$ cat src/rtl/palette_pkg.sv
// Shared definitions for the CPU-side palette writer: default widths,
// palette size and the commit state encoding.
package palette_pkg;

  localparam int PAL_DATA_W  = 8;
  localparam int PAL_IDX_W   = 4;
  localparam int PAL_ENTRIES = 16;

  typedef enum logic [1:0] {
    IDLE  = 2'd0,
    WRITE = 2'd1,
    HOLD  = 2'd2
  } pal_state_e;

endpackage

$ cat src/rtl/palette_fifo.sv
// Small synchronous FIFO for queued palette writes. A push into a full FIFO is
// accepted only when a pop happens on the same edge.
module palette_fifo #(
  parameter int DEPTH = 4,
  parameter int W     = 12,
  localparam int AW   = $clog2(DEPTH),
  localparam int CW   = AW + 1
) (
  input  logic          clk24,
  input  logic          reset_n,
  input  logic          push,
  input  logic          pop,
  input  logic [W-1:0]  din,
  output logic [W-1:0]  dout,
  output logic [CW-1:0] pending,
  output logic          full
);

  logic [W-1:0]  mem_r [DEPTH];
  logic [AW-1:0] wr_ptr_r;
  logic [AW-1:0] rd_ptr_r;
  logic [CW-1:0] cnt_r;
  logic [CW-1:0] cnt_nxt_s;
  logic          full_r;
  logic          do_push_s;
  logic          do_pop_s;

  // accept/remove decisions and next occupancy
  always_comb begin
    do_pop_s  = pop && (cnt_r != {CW{1'b0}});
    do_push_s = push && (!full_r || do_pop_s);
    case ({do_push_s, do_pop_s})
      2'b10:   cnt_nxt_s = cnt_r + CW'(1);
      2'b01:   cnt_nxt_s = cnt_r - CW'(1);
      default: cnt_nxt_s = cnt_r;
    endcase
  end

  // pointers wrap naturally because DEPTH is a power of two
  always_ff @(posedge clk24 or negedge reset_n) begin
    if (!reset_n) begin
      wr_ptr_r <= {AW{1'b0}};
      rd_ptr_r <= {AW{1'b0}};
      cnt_r    <= {CW{1'b0}};
      full_r   <= 1'b0;
    end else begin
      if (do_push_s) wr_ptr_r <= wr_ptr_r + AW'(1);
      if (do_pop_s)  rd_ptr_r <= rd_ptr_r + AW'(1);
      cnt_r  <= cnt_nxt_s;
      full_r <= (cnt_nxt_s == CW'(DEPTH));
    end
  end

  // entry storage
  always_ff @(posedge clk24 or negedge reset_n) begin
    if (!reset_n) begin
      for (int i = 0; i < DEPTH; i++) mem_r[i] <= {W{1'b0}};
    end else if (do_push_s) begin
      mem_r[wr_ptr_r] <= din;
    end
  end

  assign dout    = mem_r[rd_ptr_r];
  assign pending = cnt_r;
  assign full    = full_r;

endmodule

$ cat src/rtl/palette_writer.sv
// Queues CPU palette writes and commits them to the palette RAM only in
// cycles the video scan leaves free; keeps a shadow copy for readback.
module palette_writer
  import palette_pkg::*;
#(
  parameter int DEPTH  = 4,
  parameter int DATA_W = PAL_DATA_W,
  parameter int IDX_W  = PAL_IDX_W
) (
  input  logic                    clk24,
  input  logic                    reset_n,
  input  logic                    wr_stb,
  input  logic [DATA_W-1:0]       wr_data,
  input  logic [IDX_W-1:0]        wr_idx,
  input  logic                    vid_slot_next,
  input  logic                    retrace,
  input  logic                    retrace_only,
  output logic [IDX_W-1:0]        pal_addr,
  output logic [DATA_W-1:0]       pal_data,
  output logic                    pal_we,
  output logic                    full,
  output logic [$clog2(DEPTH):0]  pending,
  output logic                    overflow,
  input  logic                    overflow_clr,
  input  logic [IDX_W-1:0]        rb_idx,
  output logic [DATA_W-1:0]       rb_data
);

  localparam int W = IDX_W + DATA_W;

  pal_state_e        state_r;
  pal_state_e        state_nxt_s;
  logic [W-1:0]      head_s;
  logic              avail_r;
  logic              go_s;
  logic              pop_s;
  logic              commit_s;
  logic              drop_s;
  logic              overflow_r;
  logic              pal_we_r;
  logic [IDX_W-1:0]  pal_addr_r;
  logic [DATA_W-1:0] pal_data_r;
  logic [DATA_W-1:0] shadow_r [PAL_ENTRIES];

  palette_fifo #(.DEPTH(DEPTH), .W(W)) u_fifo (
    .clk24   (clk24),
    .reset_n (reset_n),
    .push    (wr_stb),
    .pop     (pop_s),
    .din     ({wr_idx, wr_data}),
    .dout    (head_s),
    .pending (pending),
    .full    (full)
  );

  // a queued write becomes visible to the commit logic one cycle after it lands
  always_ff @(posedge clk24 or negedge reset_n) begin
    if (!reset_n) avail_r <= 1'b0;
    else          avail_r <= (pending != '0);
  end

  // commit eligibility: look-ahead keeps pal_we out of video read cycles
  always_comb begin
    go_s = 1'b0;
    if (avail_r && !vid_slot_next && (!retrace_only || retrace)) go_s = 1'b1;
    else                                                          go_s = 1'b0;
  end

  // state register
  always_ff @(posedge clk24 or negedge reset_n) begin
    if (!reset_n) state_r <= IDLE;
    else          state_r <= state_nxt_s;
  end

  // next-state logic
  always_comb begin
    state_nxt_s = state_r;
    case (state_r)
      IDLE:    if (go_s) state_nxt_s = WRITE; else state_nxt_s = IDLE;
      WRITE:   state_nxt_s = HOLD;
      HOLD:    state_nxt_s = IDLE;
      default: state_nxt_s = IDLE;
    endcase
  end

  // per-state controls
  always_comb begin
    pop_s    = 1'b0;
    commit_s = 1'b0;
    case (state_r)
      IDLE:    pop_s    = go_s;
      WRITE:   commit_s = 1'b1;
      HOLD:    commit_s = 1'b0;
      default: commit_s = 1'b0;
    endcase
    drop_s = wr_stb && full && !pop_s;
  end

  // RAM write port: address/data stay put through WRITE and HOLD
  always_ff @(posedge clk24 or negedge reset_n) begin
    if (!reset_n) begin
      pal_we_r   <= 1'b0;
      pal_addr_r <= {IDX_W{1'b0}};
      pal_data_r <= {DATA_W{1'b0}};
    end else begin
      pal_we_r <= pop_s;
      if (pop_s) begin
        pal_addr_r <= head_s[W-1:DATA_W];
        pal_data_r <= head_s[DATA_W-1:0];
      end
    end
  end

  // sticky drop flag, a new drop beats a clear
  always_ff @(posedge clk24 or negedge reset_n) begin
    if (!reset_n)          overflow_r <= 1'b0;
    else if (drop_s)       overflow_r <= 1'b1;
    else if (overflow_clr) overflow_r <= 1'b0;
    else                   overflow_r <= overflow_r;
  end

  // shadow follows committed writes only
  always_ff @(posedge clk24 or negedge reset_n) begin
    if (!reset_n) begin
      for (int i = 0; i < PAL_ENTRIES; i++) shadow_r[i] <= {DATA_W{1'b0}};
    end else if (commit_s) begin
      shadow_r[pal_addr_r] <= pal_data_r;
    end
  end

  assign pal_we   = pal_we_r;
  assign pal_addr = pal_addr_r;
  assign pal_data = pal_data_r;
  assign overflow = overflow_r;
  assign rb_data  = shadow_r[rb_idx];

endmodule

$ cat config.mk
export PLATFORM = sky130hd
export DESIGN_NAME = palette_writer
export DESIGN_NICKNAME = d
export VERILOG_FILES = /design/src/rtl/palette_pkg.sv /design/src/rtl/palette_fifo.sv /design/src/rtl/palette_writer.sv
export SDC_FILE = /design/constraint.sdc
export NUM_CORES = 1
export LEC_CHECK = 0
export ABC_AREA = 1
export BUFFER_PORTS_ARGS = -buffer_cell sky130_fd_sc_hd__buf_2
export CAP_MARGIN = 0
export CORE_UTILIZATION = 49
export CTS_CLUSTER_DIAMETER = 30
export DETAILED_ROUTE_END_ITERATION = 10
export PLACE_DENSITY = 0.76
export SLEW_MARGIN = 20
export SYNTH_ARGS = -nofsm -noshare
export SYNTH_HDL_FRONTEND = slang
export SYNTH_SLANG_ARGS = --single-unit
$ cat constraint.sdc
create_clock -name clk24 -period 2.3 [get_ports clk24]
set_input_delay 0.23 -clock clk24 [delete_from_list [all_inputs] [get_ports clk24]]
set_output_delay 0.23 -clock clk24 [all_outputs]
set_load 0.02 [all_outputs]
=== Yosys cells after proc, flatten, opt, wreduce, memory -nomap -nowiden ===
Cells that the tools add are included.

* Bits in read-only memories: 0
* RAM bits: 0
* Latch bits: 0
* Word-level logic and storage cells: 85
* Memories kept: 0
* Bits of input ports: 23
* Flip-flop bits (word level): 201
* Output and inout port bits: 26

* Multiply operators: 0
* Shift operators: 0
* Multiplexer cells: 20
* Add/sub/neg operators: 4
* Divide/modulo/power cells: 0
* Eq/ne operators: 4
* Order comparisons: 6
* Reduce and logical (&&, ||, !) cells: 17
* Bitwise logic cells: 4

{| class="wikitable"
|+ Operators by type and width
! kind !! count
|-
| 128-bit bitwise mux || 1
|-
| 48-bit bitwise mux || 1
|-
| 12-bit two-way mux || 3
|-
| 8-bit binary-select mux with 4-bit select || 1
|-
| 8-bit demux with 4-bit select || 1
|-
| 12-bit binary-select mux with 2-bit select || 1
|-
| 12-bit demux with 2-bit select || 1
|-
| 8-bit two-way mux || 3
|-
| 5-bit greater-or-equal comparator (second input constant) || 2
|-
| 4-bit inverter with 5-bit output || 2
|-
| 1-bit logical AND || 8
|-
| 3-bit greater-or-equal comparator (second input constant) || 2
|-
| 1-bit two-way mux || 6
|-
| 2-bit inverter with 3-bit output || 2
|-
| 3-bit one-hot mux with 2 select lines || 1
|-
| 5-bit by 1-bit less-than comparator with 1-bit output (second input constant) || 1
|-
| 2-bit by 1-bit adder with 2-bit output (second input constant) || 2
|-
| 2-bit by 1-bit == test with 1-bit output (second input constant) || 2
|-
| 1-bit zero test || 4
|-
| 2-bit one-hot mux with 2 select lines || 1
|-
| 3-bit by 1-bit adder with 3-bit output (second input constant) || 1
|-
| 3-bit == test (second input constant) || 1
|-
| 3-bit by 1-bit less-than comparator with 1-bit output (second input constant) || 1
|-
| 3-bit nonzero test || 1
|-
| 5 further kinds || 6
|}

=== Logic depth before layout (Yosys ltp) ===
* Depth after elaboration: 11
* Mapped depth: 14
* Gate-level depth less buffers: 14

=== By module ===
Synthesis repeated with hierarchy kept, for this count alone.

* Cells, all modules: 1,230
* Area, all modules: 9,989.6 um2

{| class="wikitable"
|+ Modules (own cells, without submodules)
! module !! sequential area each (um2) !! cells each !! area each (um2) !! instances
|-
| palette_writer || 3,628.5 || 897 || 7,198.2 || 1
|-
| palette_fifo || 1,401.3 || 333 || 2,791.4 || 1
|}

=== Worst setup path before layout ===
No wires, ideal clock.

* Path type: reg2reg
* From: register u_fifo.cnt_r[0], in the netlist u_fifo.pending[0]
* To: register u_fifo.full_r, in the netlist u_fifo.full
* Arrival time: 2.275 ns
* Library setup time: 0.072 ns
* Slack: -0.046 ns
* Clock period less this slack: 2.346 ns
* Data required time: 2.228 ns
* Stages on the path, launching flop included: 14
* Buffers on the path: 0
* Cells stage by stage: dfrtp_1 inv_1 nand3_1 nand3_1 nand2_1 nand2_1 ha_1 inv_1 fa_1 or2_2 nand2_1 xor2_1 nand2_1 nor2_1

* Cells in the longest elaborated chain, start to end: 7
* Elaborated cells on any way between the ends: 10
* Classes of those cells: add/sub: 2; eq/ne: 3; mux: 1; reduce/logical: 4

{| class="wikitable"
|+ Ends and longest elaborated chain
! element !! RTL line !! source
|-
| start: declaration || palette_fifo.sv:22 || <nowiki>logic [CW-1:0] cnt_r;</nowiki>
|-
| start signal: assignment || palette_fifo.sv:44 || <nowiki>cnt_r <= {CW{1'b0}};</nowiki>
|-
| start signal: assignment || palette_fifo.sv:49 || <nowiki>cnt_r <= cnt_nxt_s;</nowiki>
|-
| 3-bit nonzero test || palette_fifo.sv:30 || <nowiki>do_pop_s = pop && (cnt_r != {CW{1'b0}});</nowiki>
|-
| 1-bit logical AND || palette_fifo.sv:30 ||
|-
| 1-bit logical OR || palette_fifo.sv:31 || <nowiki>do_push_s = push && (!full_r || do_pop_s);</nowiki>
|-
| 1-bit logical AND || palette_fifo.sv:31 ||
|-
| 2-bit by 1-bit == test with 1-bit output or 2-bit == test (tied branches) || palette_fifo.sv:32 || <nowiki>case ({do_push_s, do_pop_s})</nowiki>
|-
| 3-bit one-hot mux with 2 select lines (*) || palette_fifo.sv:32 ||
|-
| via u_fifo.cnt_nxt_s[2] || palette_fifo.sv:23 || <nowiki>logic [CW-1:0] cnt_nxt_s;</nowiki>
|-
| 3-bit == test (*) || palette_fifo.sv:50 || <nowiki>full_r <= (cnt_nxt_s == CW'(DEPTH));</nowiki>
|-
| end signal: assignment || palette_fifo.sv:50 ||
|-
| end: declaration || palette_fifo.sv:24 || <nowiki>logic full_r;</nowiki>
|}

Mark *: on every way through the listed nets, which the timed path passes. The rest lies on a longest branch.
A chain may end at the register's enable or synchronous reset.

=== Worst setup path in the final report ===
Ends and elaborated chain as after synthesis.

==> results.md <==
- DRC violations left: 0
- Area share of the largest cell type after synthesis: 54.4%
- Startpoint Class: register
- Status: finished clean
- Clock skew: 14.0 ps
- First DRT Iteration DRCs: 645
- Vias: 7,879
- Critical Path Sink Type: register
- P_leak: 5.35 nW
- Syn_nets: 1,152
- Worst VDD drop: 0.773 mV
- Post-Layout Cell Count: 1,429
- Share of flip-flops with an asynchronous set or reset: 100%
- Largest net degree at the start of global routing: 70
- Power Total: 0.0158 W
- Hold Crit Class: in2reg
- Synthesized flop and latch total: 201
- Maximum clock insertion buffer count: 3
- Relative slew margins: 53.2%
- Final ANT Viol Nets: 0
- Full die area: 19,400 µm²
- Worst hold slack: 9.84 ps
- Area Growth Syn to Fin: 21.0%
- Final nets: 1,200
- Tcrit/Tclk final: 93.2%
- Setup violations, final: 0
- Top post-synthesis cells by area: dfrtp_1 54%, nand2_1 13%, o21ai_0 9.2%, inv_1 4.0%, nand4_1 3.5%
- Total global routing overflow: 0
- Mean Syn Cell Area: 8.23 µm²
- Sequential-to-total area share from yosys stat: 54.4%
- Peak Freq: 467 MHz
- Power Dens Cells: 1410 nW/µm²
- Layout cells sized above 1: 13.8%
- Setup TNS Final: 0 ps
- Drt first pass iters: 5
- Worst Path Max Fanout: 3
- Dominant cell type by area after synthesis: dfrtp_1
- Sw frac: 34.4%
- TritonCTS Buffers: 40
- Ant. Diodes: 0
- RSZ-0062 raised after global routing: false
- Placed inst area: 9760 µm²
- Post-Synthesis Cell Area: 9240 µm²
- Finished Cell Area: 11,200 µm²
- Root Buffer: clkbuf_16
- CTS sink cnt: 201
- Global Route Usage Sum: 24.9%
- Vias in the first global route: 7,689
- Rows: 49
- Number of synthesized flops with an enable pin: 0
- Hpwl dp: 14.4 mm
- Placer Congestion: 0.825
- Synth Instances: 1,123
- Cell variety after synth: 20
- Initial Utilization: 50.8%
- Clock Latency Late Sink: 510 ps
- Clock power frac: 36.1%
- Psw: 0.00545 W
- Least-Margin Pin Slew: 702 ps
- Slew Limit Fails: 0
- Worst-path clk slew: 50 ps
- CORE AREA: 18,200 µm²
- Final hold vios: 0
- Most frequent cells after synthesis: 316 x nand2_1, 201 x dfrtp_1, 170 x o21ai_0, 98 x inv_1, 60 x clkbuf_1
- Total Wirelength: 23.2 mm
- Top Ports: 49
- DR vias/cell: 5.51
- CP Class: reg2reg
- Clock tree from TritonCTS: built
- Tmin final: 2140 ps
- Seq pwr share: 36.9%
- Int Pwr: 0.0104 W
- Top_reg_cell synth: dfrtp_1
- Most common cell in the netlist: nand2_1
- Routed length per instance: 16.2 µm
- Initial antenna violation count: 0
- Die extent in x: 139 µm
- YS warnings: 0
- First-pass GRT wire length: 38.7 mm
- CP required: 2730 ps
- Max Cap Viol: 0
- H-tree levels: 2
- I/O Buffers: 48
- DP Cell Count: 1,352
- Comb pwr share: 27.0%
- Critical Path AT: 2570 ps
- Vert. Die Dim: 139 µm
metal layers:
layer / global-route usage [%] / wire length (µm) / up-vias
met5: 0 / 0 / -
met4: 9.24 / 527 / 0
met3: 5.23 / 1510 / 46
met2: 40.9 / 11200 / 250
met1: 32.4 / 10000 / 3766
li1: - / - / 3817
stage by stage:
step                util (%)  setup slack (ps)
floorplan                  -              27.9
global placement        53.6              69.7
detailed placement      53.6             -51.4
CTS                     61.1              1.42
global route            61.4              16.5
finish                  61.4               156
sequential cells by signal, indices dropped and copies added (netlist names):
register,cells
u_fifo.mem_r,48
pal_addr,4
pal_we,1
avail_r,1
u_fifo.pending,3
state_r,2
u_fifo.rd_ptr_r,2
overflow,1
u_fifo.full,1
shadow_r,128
u_fifo.wr_ptr_r,2
pal_data,8
cell families (layout without fill, tap and decap cells):
logic type,Yosys count,count (layout),synth area share (%)
adders and majority gates,6,6,0.893
DFF,201,201,54.4
AOI/OAI and AO/OA,264,264,15.5
xor gates and xnor gates,3,3,0.284
buffers and inverters,178,255,7.40
and+or+nand+nor,471,471,21.5
worst max-delay path: stages (launching register included):
cell and delay [ps]:
dfrtp_2 400, inv_2 80, nand3_2 80, nand3_2 110
nand2_2 70, nand2_2 80, ha_2 170, inv_2 50
fa_2 360, or2_4 260, nand2_2 80, xor2_2 170
nand2_1 70, nor2_1 100
cell type report:
class | instances | area (µm²)
multi-input cells | 744 | 3560
repair buffers | 84 | 589
inverters | 100 | 375
flip-flops and latches | 201 | 5030
fillers | 1514 | 7020
well taps | 229 | 287
clock buffers | 54 | 1130
clock inverters | 17 | 204
worst paths after layout:
check / slack, ps / cells after the start / endpoint / startpoint
min: 10 / 3 / u_fifo.mem_r[27]$_DFFE_PN0P_ / wr_data[3]
min reg2reg: 460 / 2 / u_fifo.mem_r[29]$_DFFE_PN0P_ / u_fifo.mem_r[29]$_DFFE_PN0P_
max in group asynchronous: 1320 / 3 / u_fifo.mem_r[29]$_DFFE_PN0P_ / reset_n
max reg2reg: 160 / 13 / u_fifo.full$_DFF_PN0_ / u_fifo.pending[0]$_DFF_PN0_
max: 160 / 13 / u_fifo.full$_DFF_PN0_ / u_fifo.pending[0]$_DFF_PN0_
min in group asynchronous: 290 / 2 / shadow_r[34]$_DFFE_PN0P_ / reset_n
cell usage in the layout (no fill, tap or decap), drive strengths merged:
cell / count
inv: 100
ha: 5
nor3: 3
nor2: 42
nand3: 57
xor2: 2
clkinvlp: 3
o21ai: 199
o211ai: 43
dlygate4sd3: 2
dfrtp: 201
clkbuf: 55
fa: 1
nand4: 52
bufinv: 4
or2: 1
a21oi: 22
buf: 81
clkinv: 10
xnor2: 1
nand2: 316
power groups by stage:
stage	sequential, W	combinational (W)	clock, W
after floorplan	0.00581	0.00282	0
after global placement	0.00578	0.00404	0
after detailed placement	0.00584	0.00415	0
after CTS	0.00582	0.00421	0.00578
after global routing	0.00600	0.00492	0.00595
final	0.00584	0.00427	0.00572
repair_timing:
item | CTS | global route
hold buffers | 2 | 0
gates resized for setup | 3 | 10
setup endpoints to repair | 1 | 1
pin swaps | 0 | 7
buffers inserted | 0 | 4
hold endpoints to repair | 67 | 0
(Power assumes the default switching activity.)
